<file path="src/rtl/tail_fsm_dwe.sv">
// Turn-signal sequencer: one-hot S0..S6 state vector stepped by an internal prescaler tick.
// S1..S3 walk the left lamps, S4..S6 the right lamps, S0 is idle / blink off phase.
module tail_fsm_dwe #(
    parameter int unsigned DIV = 4
) (
    input  logic CLK,
    input  logic RESET,
    input  logic L,
    input  logic R,
    output logic S0,
    output logic S1,
    output logic S2,
    output logic S3,
    output logic S4,
    output logic S5,
    output logic S6,
    output logic TICK
);

    localparam int unsigned CNT_W   = (DIV > 1) ? $clog2(DIV) : 1;
    localparam logic [CNT_W-1:0] CNT_MAX = CNT_W'(DIV - 1);

    typedef enum logic [6:0] {
        ST_S0 = 7'b000_0001,
        ST_S1 = 7'b000_0010,
        ST_S2 = 7'b000_0100,
        ST_S3 = 7'b000_1000,
        ST_S4 = 7'b001_0000,
        ST_S5 = 7'b010_0000,
        ST_S6 = 7'b100_0000
    } state_e;

    // Raw vector rather than the enum type so non-one-hot values stay representable.
    logic [6:0]       state_q;
    logic [6:0]       state_d;
    logic [CNT_W-1:0] cnt_q;
    logic [CNT_W-1:0] cnt_d;
    logic             tick;

    assign tick = (cnt_q == CNT_MAX);

    always_comb begin
        cnt_d = (cnt_q == CNT_MAX) ? '0 : cnt_q + CNT_W'(1);
    end

    // Legal states advance only on tick; anything not one-hot falls back to idle at once.
    always_comb begin
        state_d = state_q;
        case (state_q)
            ST_S0: begin
                if (tick) begin
                    if (L && !R) begin
                        state_d = ST_S1;
                    end else if (R && !L) begin
                        state_d = ST_S4;
                    end
                end
            end
            ST_S1:   if (tick) state_d = ST_S2;
            ST_S2:   if (tick) state_d = ST_S3;
            ST_S3:   if (tick) state_d = ST_S0;
            ST_S4:   if (tick) state_d = ST_S5;
            ST_S5:   if (tick) state_d = ST_S6;
            ST_S6:   if (tick) state_d = ST_S0;
            default: state_d = ST_S0;
        endcase
    end

    always_ff @(posedge CLK or posedge RESET) begin
        if (RESET) begin
            state_q <= ST_S0;
            cnt_q   <= '0;
        end else begin
            state_q <= state_d;
            cnt_q   <= cnt_d;
        end
    end

    assign {S6, S5, S4, S3, S2, S1, S0} = state_q;
    assign TICK = tick;

endmodule
</file>
<file path="config.mk">
export PLATFORM = sky130hd
export DESIGN_NAME = tail_fsm_dwe
export DESIGN_NICKNAME = d
export VERILOG_FILES = /design/src/rtl/tail_fsm_dwe.sv
export SDC_FILE = /design/constraint.sdc
export NUM_CORES = 1
export LEC_CHECK = 0
export ABC_CLOCK_PERIOD_IN_PS = 5900
export CAP_MARGIN = 20
export CORE_AREA = 2 2 39 41
export DETAILED_ROUTE_END_ITERATION = 12
export DIE_AREA = 0 0 41 43
export PLACE_DENSITY = 0.7
export SYNTH_ARGS = -nofsm -noshare
export SYNTH_HDL_FRONTEND = slang
export SYNTH_SLANG_ARGS = --single-unit
</file>
<file path="constraint.sdc">
create_clock -name CLK -period 5.9 [get_ports CLK]
set_input_delay 1.18 -clock CLK [delete_from_list [all_inputs] [get_ports CLK]]
set_output_delay 1.18 -clock CLK [all_outputs]
set_load 0.1 [all_outputs]
</file>
==> impl_results.md <==
* Status: completed
* Biggest area consumer among synthesized cells: dfrtp_1
* Worst path arrival time at roughly 2.1 ns
* Register area share after synthesis at 0.383
* Clock Sinks at 9
* Initial Utilization at 0.428
* Type of origin of the critical path: register
* Setup violators final at 0
* Synth cell count leaders: dfrtp_1 (8), nor2_1 (7), nor3_1 (5)
* Vias in the first global route at roughly 480
* Slew @ Worst Pin at ~0.97 ns
* Async S/R FF share, synth at 1.00
* Clock power frac at 0.132
* Synthesized area at a little under 600 sq um
* Cell-internal power at roughly 190 uW
* Uppermost layer routed: met4
* Share of cells above drive strength 1 at 0.137
* Hold_ws at ~0.42 ns
* Post-synthesis average cell area at 9.70 sq um
* Clk Latency, worst-skew pair at about 0.26 ns
* Setup crit end kind: primary output
* Critical path type: reg -> out
* Sw power at roughly 170 uW
* Max H-tree Level at 1
* GRT Total Usage at 0.177
* Number of top-level pins at 12
* CTS clk-pin slew, worst paths at roughly 0.06 ns
* Maximum clock rate at about 310 MHz
* Final min period at about 3.3 ns
* Setup ws final at 2.63 ns
* Wire per inst at between 10 and 15 um
* Pwr/cell area at 487 nW/um^2
* Remaining antenna violation count at 0
* DRT iter0 DRCs at 11
* # diodes at 0
* Worst Path Required at around 4.7 ns
* Setup TNS at 0 ns
* Switching Fraction at 0.477
* Max_slew headroom at 0.351
* Lkg Pwr at 0.321 nW
* CTS Buffer Depth at 2
* Hold Crit Depth at 1
* Maximum vdd ir drop at 0.369 mV
* HPWL Detailed at roughly 830 um
* Root Driver: clkbuf_4
* Worst Path Max Fanout at 8
* WL final at between 1000 and 1500 um
* Total power at 359 uW
* Largest net degree at the start of global routing at 12
* Setup Skew at about 0.0027 ns
* Synthesis-to-layout area growth at 24.5%
* First-pass GRT wire length at roughly 2100 um
* Met3 WL at between 70 and 80 um
* Cells after Synth at 61
* Max cap viols at 0
* WL met2 at about 520 um
* Cts repair resizes at 0
* Reg2reg path depth at 5
* Die area at ~1800 sq um
* #FFs+latches synth at 9
* WL met1 at 557 um
* Core Rows at 14
* Synth area leaders: dfrtp_1 (34%), mux2_4 (7.6%), dfstp_2 (4.4%), nor2_1 (4.4%), ha_1 (4.2%)
* Grt total ovfl at 0
* Register share of total power at 0.278
* Fin. max-slew vios at 0
* Fin nets at 80
* Number of synthesized flops with an enable pin at 0
* Routability cong. at just under 0.8
* Initial antenna violation count at 0
* Pre-CTS WS at a little under 3 ns
* Synth top area share at 0.338
* Most common cell in the netlist: dfrtp_1
* DRC violations left at 0
* Fin. Hold Viols at 0
* Setup repair bufs after CTS at 0
* Ys Warns at 0
* Total number of vias at 502
* CTS tree: built
* Net Count, Synth at 67
* Period utilization at 0.554
* Die X at between 40 and 50 um
* Core box area at 1380 sq um
* Via-to-Cell Ratio at 5.64
* Num CTS Buffers at 3
* Worst min path class: reg -> reg
* Combinational Power Share at 0.591
* Cell variety after synth at 28
* DRT Pass-1 Iters at 4
* Final Core Density at 0.533
* RSZ-0062 raised after global routing: no
* CTS hold repair buffers at 0
* Port bufs at 11
* Die Y-Extent at ~43 um
* Main synth FF type: dfrtp_1
==> stage by stage <==
stage / instances / area, sq um
after floorplan: 61 / 592
after global placement: 85 / 711
after detailed placement: 85 / 711
after CTS: 89 / 737
after global routing: 89 / 737
final: 89 / 737
==> flip-flops by register name, indices dropped and copies added (netlist names) <==
register	count
cnt_q	2
state_q	7
==> worst max-delay path: stages, from the launching register on <==
cell             delay (ns)
dfrtp_1                0.34
ha_1                   0.30
clkdlybuf4s50_1        1.19
==> logic make-up (layout without fill, tap and decap cells) <==
family          count (synthesis)  in the layout  share of synthesized area
xor+xnor                        2              2                     0.0296
fa+ha+maj                       2              2                     0.0423
compound gates                 11             11                      0.135
simple gates                   27             27                      0.277
flops                           9              9                      0.383
mux                             4              4                     0.0951
buf+inv                         6             18                     0.0381
==> path summary, 6_finish.rpt <==
path,from,to,slack (ns)
worst min register to register,cnt_q[0],cnt_q[0],0.42
worst min-delay path,cnt_q[0],cnt_q[0],0.42
min in group asynchronous,RESET,state_q[6],1.18
max in group asynchronous,RESET,state_q[0],4.42
worst max-delay path,cnt_q[0],TICK,2.63
worst max register to register,state_q[4],state_q[4],3.48
==> power by group through the flow <==
stage / clock, mW / sequential, mW / combinational, mW
final: 0.0473 / 0.0997 / 0.212
after global placement: 0 / 0.0998 / 0.212
after detailed placement: 0 / 0.100 / 0.212
after CTS: 0.0490 / 0.0995 / 0.213
after global routing: 0.0522 / 0.103 / 0.229
after floorplan: 0 / 0.157 / 0.118
==> cell usage in the layout (no fill, tap or decap) <==
master | synthesis | layout
mux2_4 | 3 | 3
or2b_1 | 1 | 1
ha_1 | 2 | 2
nor3b_1 | 3 | 3
or4_4 | 1 | 1
nand2b_1 | 2 | 2
xor2_1 | 1 | 1
o21a_1 | 1 | 1
nand2_1 | 3 | 3
inv_1 | 3 | 3
dfstp_2 | 1 | 1
a211o_1 | 1 | 1
dfrtp_1 | 8 | 8
a31oi_1 | 1 | 1
o32ai_1 | 1 | 1
o22ai_1 | 1 | 1
clkbuf_4 | 0 | 3
mux2_1 | 1 | 1
nor3_1 | 5 | 5
nor4bb_1 | 1 | 1
a21o_4 | 1 | 1
clkdlybuf4s50_1 | 0 | 11
or4b_4 | 1 | 1
clkbuf_1 | 3 | 1
nor2_1 | 7 | 7
xnor2_1 | 1 | 1
a21oi_1 | 4 | 4
nor2b_1 | 1 | 1
a211oi_1 | 1 | 1
nor4b_1 | 2 | 2
==> metal layers <==
| metal | vias up | GRT usage |
|---|---|---|
| li1 | 247 | - |
| met1 | 231 | 0.256 |
| met2 | 20 | 0.241 |
| met3 | 4 | 0.0471 |
| met4 | 0 | 0.0800 |
| met5 | - | 0 |
==> layout make-up <==
type | instances | area, sq um
multi-input cells | 46 | 343
fillers | 138 | 647
repair buffers | 11 | 110
clock buffers | 4 | 26.3
well taps | 16 | 20.0
inverters | 3 | 11.3
flip-flops and latches | 9 | 226
(Power assumes the default switching activity.)
==> patch 1: new RTL, config.mk and constraints unchanged <==
Reset style: synchronous (`RESET`), changed in one clocked block.
--- a/src/rtl/tail_fsm_dwe.sv
+++ b/src/rtl/tail_fsm_dwe.sv
@@ -67,5 +67,5 @@
     end
 
-    always_ff @(posedge CLK or posedge RESET) begin
+    always_ff @(posedge CLK) begin
         if (RESET) begin
             state_q <= ST_S0;
Formal check against the unedited RTL: differs if RESET is asserted again (counterexample within 4 cycles, from zero or initial values and one cycle with RESET high); with RESET held inactive, the same outputs for 10 cycles.
==> patch 1 against the unedited design <==
- register-to-register slack improved by 0.65 ns
- wire length up 4.0%
- final area down 0.85%
- maximum frequency increased by 2.2%
- total power shrank 14%
- via count rose by 3.6%
- sequential cell count did not move
- setup slack improved by 0.071 ns
- synthesized area fell by 0.42%
==> patch 1: results (changes against the unedited design) <==
metric,value,unit,change
vias,520,,+3.6%
clk_path_buf_depth,2,,unchanged
nets,85,,+6.3%
place_ws,2.984,ns,+0.08479 ns
yosys-top-cells-count,"9 x dfxtp_1, 7 x mux2i_1, 5 x nand2b_1",,
synthTopCellsByArea,"dfxtp_1 31%, mux2i_1 12%, nand2b_1 5.3%, xor2_1 4.5%, ha_1 4.2%",,
cts_buffers,3,,unchanged
met3_length,74,um,+2.8%
status,finished clean,,
synth_fa_ha_area_share,4.246,%,+0.018 points
max_slew_margin,35.33,%,+0.22 points
grt_max_degree,16,,+4
synthMuxAreaShare,11.89,%,+2.4 points
grt_use_met2,22.50,%,-1.6 points
synth-async-reset-ratio,0,%,-100 points
grtUsageTotal,17.02,%,-0.70 points
critPathMaxFanout,6,,-2
p_leak,0.2981,nW,-7.2%
wl_met2,530,um,+1.7%
design_area,730.7,um^2,-0.85%
grt_first_pass_wirelength,1945,um,-8.5%
worst-endpoint-arrival,2.02,ns,-0.07 ns
met3_usage,4.712,%,unchanged
gp_congestion,0.7924,,about the same
ir_drop,0.1730,mV,-53%
syn_area_per_cell,8.796,um^2,-9.3%
synth_nets,73,,+9.0%
routed_wl,1220,um,+4.0%
placed_cells,90,,+5.9%
clock-skew-final,0.002035,ns,-0.0006619 ns
synthXorXnorAreaFrac,4.459,%,+1.5 points
vias_per_cell,5.532,,-1.9%
drive_above_1_share,6.410,%,-7.3 points
met1_length,582,um,+4.5%
met1_usage,22.73,%,-2.9 points
dr.first_iter.drc_count,7,,-4
grt_pass1_vias,437,,-8.6%
synth_compound_area_share,13.38,%,-0.15 points
placed_area,704.4,um^2,-0.88%
ys_seq_area_share,30.57,%,-7.7 points
synthFlopType,dfxtp_1,,
dp_hpwl,800.9,um,-3.3%
## patch 1: worst max-delay path: stages, from the launching register on
cell and delay, ns:
dfxtp_1 0.33, ha_1 0.26, clkdlybuf4s50_1 1.17
## patch 1: layout make-up
class / count / area, um^2
clock buffers: 4 / 26.28
fillers: 127 / 653.1
inverters: 2 / 7.507
repair buffers: 11 / 110.1
flip-flops and latches: 9 / 180.2
multi-input cells: 52 / 386.6
well taps: 16 / 20.02
## patch 1: power breakdown
part | switching (mW) | total [mW] | internal [mW] | leakage [nW]
sequential | 0.0186 | 0.0885 | 0.0699 | 0.0733
clock | 0.0229 | 0.0491 | 0.0262 | 0.0150
combinational | 0.105 | 0.173 | 0.0675 | 0.210
total | 0.147 | 0.310 | 0.164 | 0.298
## patch 1: worst paths after layout
check,startpoint,to,slack [ns],cells after the start
max reg2reg,state_q[4],state_q[6],4.13,4
min,cnt_q[0],cnt_q[0],0.43,1
min reg2reg,cnt_q[0],cnt_q[0],0.43,1
max,cnt_q[0],TICK,2.70,2
==> patch 2: new RTL, same settings <==
Without the edit above. `DIV`: 4 -> 8.
--- a/src/rtl/tail_fsm_dwe.sv
+++ b/src/rtl/tail_fsm_dwe.sv
@@ -2,5 +2,5 @@
 // S1..S3 walk the left lamps, S4..S6 the right lamps, S0 is idle / blink off phase.
 module tail_fsm_dwe #(
-    parameter int unsigned DIV = 4
+    parameter int unsigned DIV = 8
 ) (
     input  logic CLK,
Function: changed (Yosys sat finds a counterexample within 4 cycles, from zero or initial values and one cycle with RESET high).
==> patch 2 against the unedited design <==
- wire length grew 2.8%
- combinational power decreased by 33%
- synthesized area grew 9.3%
- final area is 7.8% higher
- sequential share of layout area is 0.92 points higher
- die area unchanged
- clock power increased by 22%
- first-iteration DRC count is 18% higher
- setup slack worse by 0.14 ns
- sequential cell count up 1
- total power shrank 18%
- largest cell class unchanged
==> patch 2: results (changes against the unedited design) <==
metric,value,unit,change
p_leak,0.3332,nW,+3.8%
grt_pass1_vias,532,,+11%
switching_share,43.94,%,-3.8 points
routed_wl,1206,um,+2.8%
yosys-top-cells-count,"9 x dfrtp_1, 6 x inv_1, 5 x o21ai_0",,
drive_above_1_share,15.38,%,+1.7 points
ys_seq_area_share,38.88,%,+0.61 points
synthTopCellsByArea,"dfrtp_1 35%, ha_1 5.8%, dfstp_2 4.1%, o21ai_0 3.9%, inv_1 3.5%",,
gp_congestion,0.8503,,+7.2%
vias,557,,+11%
dr.first_iter.drc_count,13,,+2
seq_cell_power,0.0937,mW,-6.0%
critPathMaxFanout,7,,-1
dr.pass1.iters,5,,+1
yosys_warnings,0,,unchanged
ir_drop,0.1556,mV,-58%
grtUsageTotal,18.79,%,+1.1 points
dp_hpwl,942.1,um,+14%
yosysUniqueCellTypes,37,,+32%
grt_max_degree,15,,+3
placed_area,758.2,um^2,+6.7%
worst-endpoint-arrival,2.23,ns,+0.14 ns
max_slew.worst_pin.slew,0.9695,ns,-0.0008119 ns
cts_resized,0,,unchanged
synth-async-reset-ratio,100.0,%,unchanged
cts_buffers,3,,unchanged
grt_first_pass_wirelength,2201,um,+3.6%
nets,86,,+7.5%
cts-root-buf,clkbuf_4,,
powerComb,0.143,mW,-33%
antenna_found_initial,0,,unchanged
synthFlopType,dfrtp_1,,
cpPeakStageDelay,1.19,ns,about the same
status,finished clean,,
pg_clk,0.0579,mW,+22%
crit_family,buffers and inverters,,
clock-skew-final,0.004000,ns,+0.001303 ns
portBuffers,11,,unchanged
synth_nets,73,,+9.0%
reg_top3,"state_q: 7 flops, cnt_q: 3 flops",,
num_antenna_cells,0,,unchanged
[patch 2: worst paths after layout]
| check | slack (ns) | startpoint | cells past startpoint | end |
|---|---|---|---|---|
| max | 2.49 | cnt_q[0] | 3 | TICK |
| min | 0.43 | cnt_q[0] | 1 | cnt_q[0] |
| max reg2reg | 3.32 | cnt_q[0] | 7 | state_q[4] |
| min reg2reg | 0.43 | cnt_q[0] | 1 | cnt_q[0] |
| max in group asynchronous | 4.42 | RESET | 2 | state_q[0] |
| min in group asynchronous | 1.19 | RESET | 2 | state_q[1] |
[patch 2: worst reg2reg max path: cells and delay by family, from the launching register on]
family,cells,cell delay (ns)
DFF,1,0.38
adders and majority gates,2,0.47
and+or+nand+nor,2,0.67
AOI/OAI and AO/OA,2,0.60
muxes,1,0.33
[patch 2: final cells by class]
| type | instances | area (um^2) |
|---|---|---|
| fillers | 123 | 589.3 |
| multi-input cells | 47 | 354.1 |
| flip-flops and latches | 10 | 251.5 |
| repair buffers | 11 | 110.1 |
| clock buffers | 4 | 36.28 |
| inverters | 6 | 22.52 |
| well taps | 16 | 20.02 |
[patch 2: logic make-up (layout without fill, tap and decap cells)]
group                    Yosys count  after routing  synth area share (%)
XOR/XNOR                           1              1                 1.354
adder cells (fa/ha/maj)            3              3                 5.803
AND/OR/NAND/NOR                   24             24                 25.34
buffers and inverters              9             21                 6.383
flip-flops                        10             10                 38.88
AO/OA/AOI/OAI                     17             17                 18.96
multiplexers                       2              2                 3.288
[patch 2: metrics by stage]
step	std cells	setup WS, ns
final	94	2.487
after global routing	94	2.354
after CTS	94	2.467
after detailed placement	90	2.228
after global placement	90	2.240
after floorplan	66	2.788
[patch 2: per-layer routing]
metal	track usage, %	routed length (um)
met2	26.56	570
met3	7.330	68
met1	24.15	555
met4	9.333	12
met5	0	0
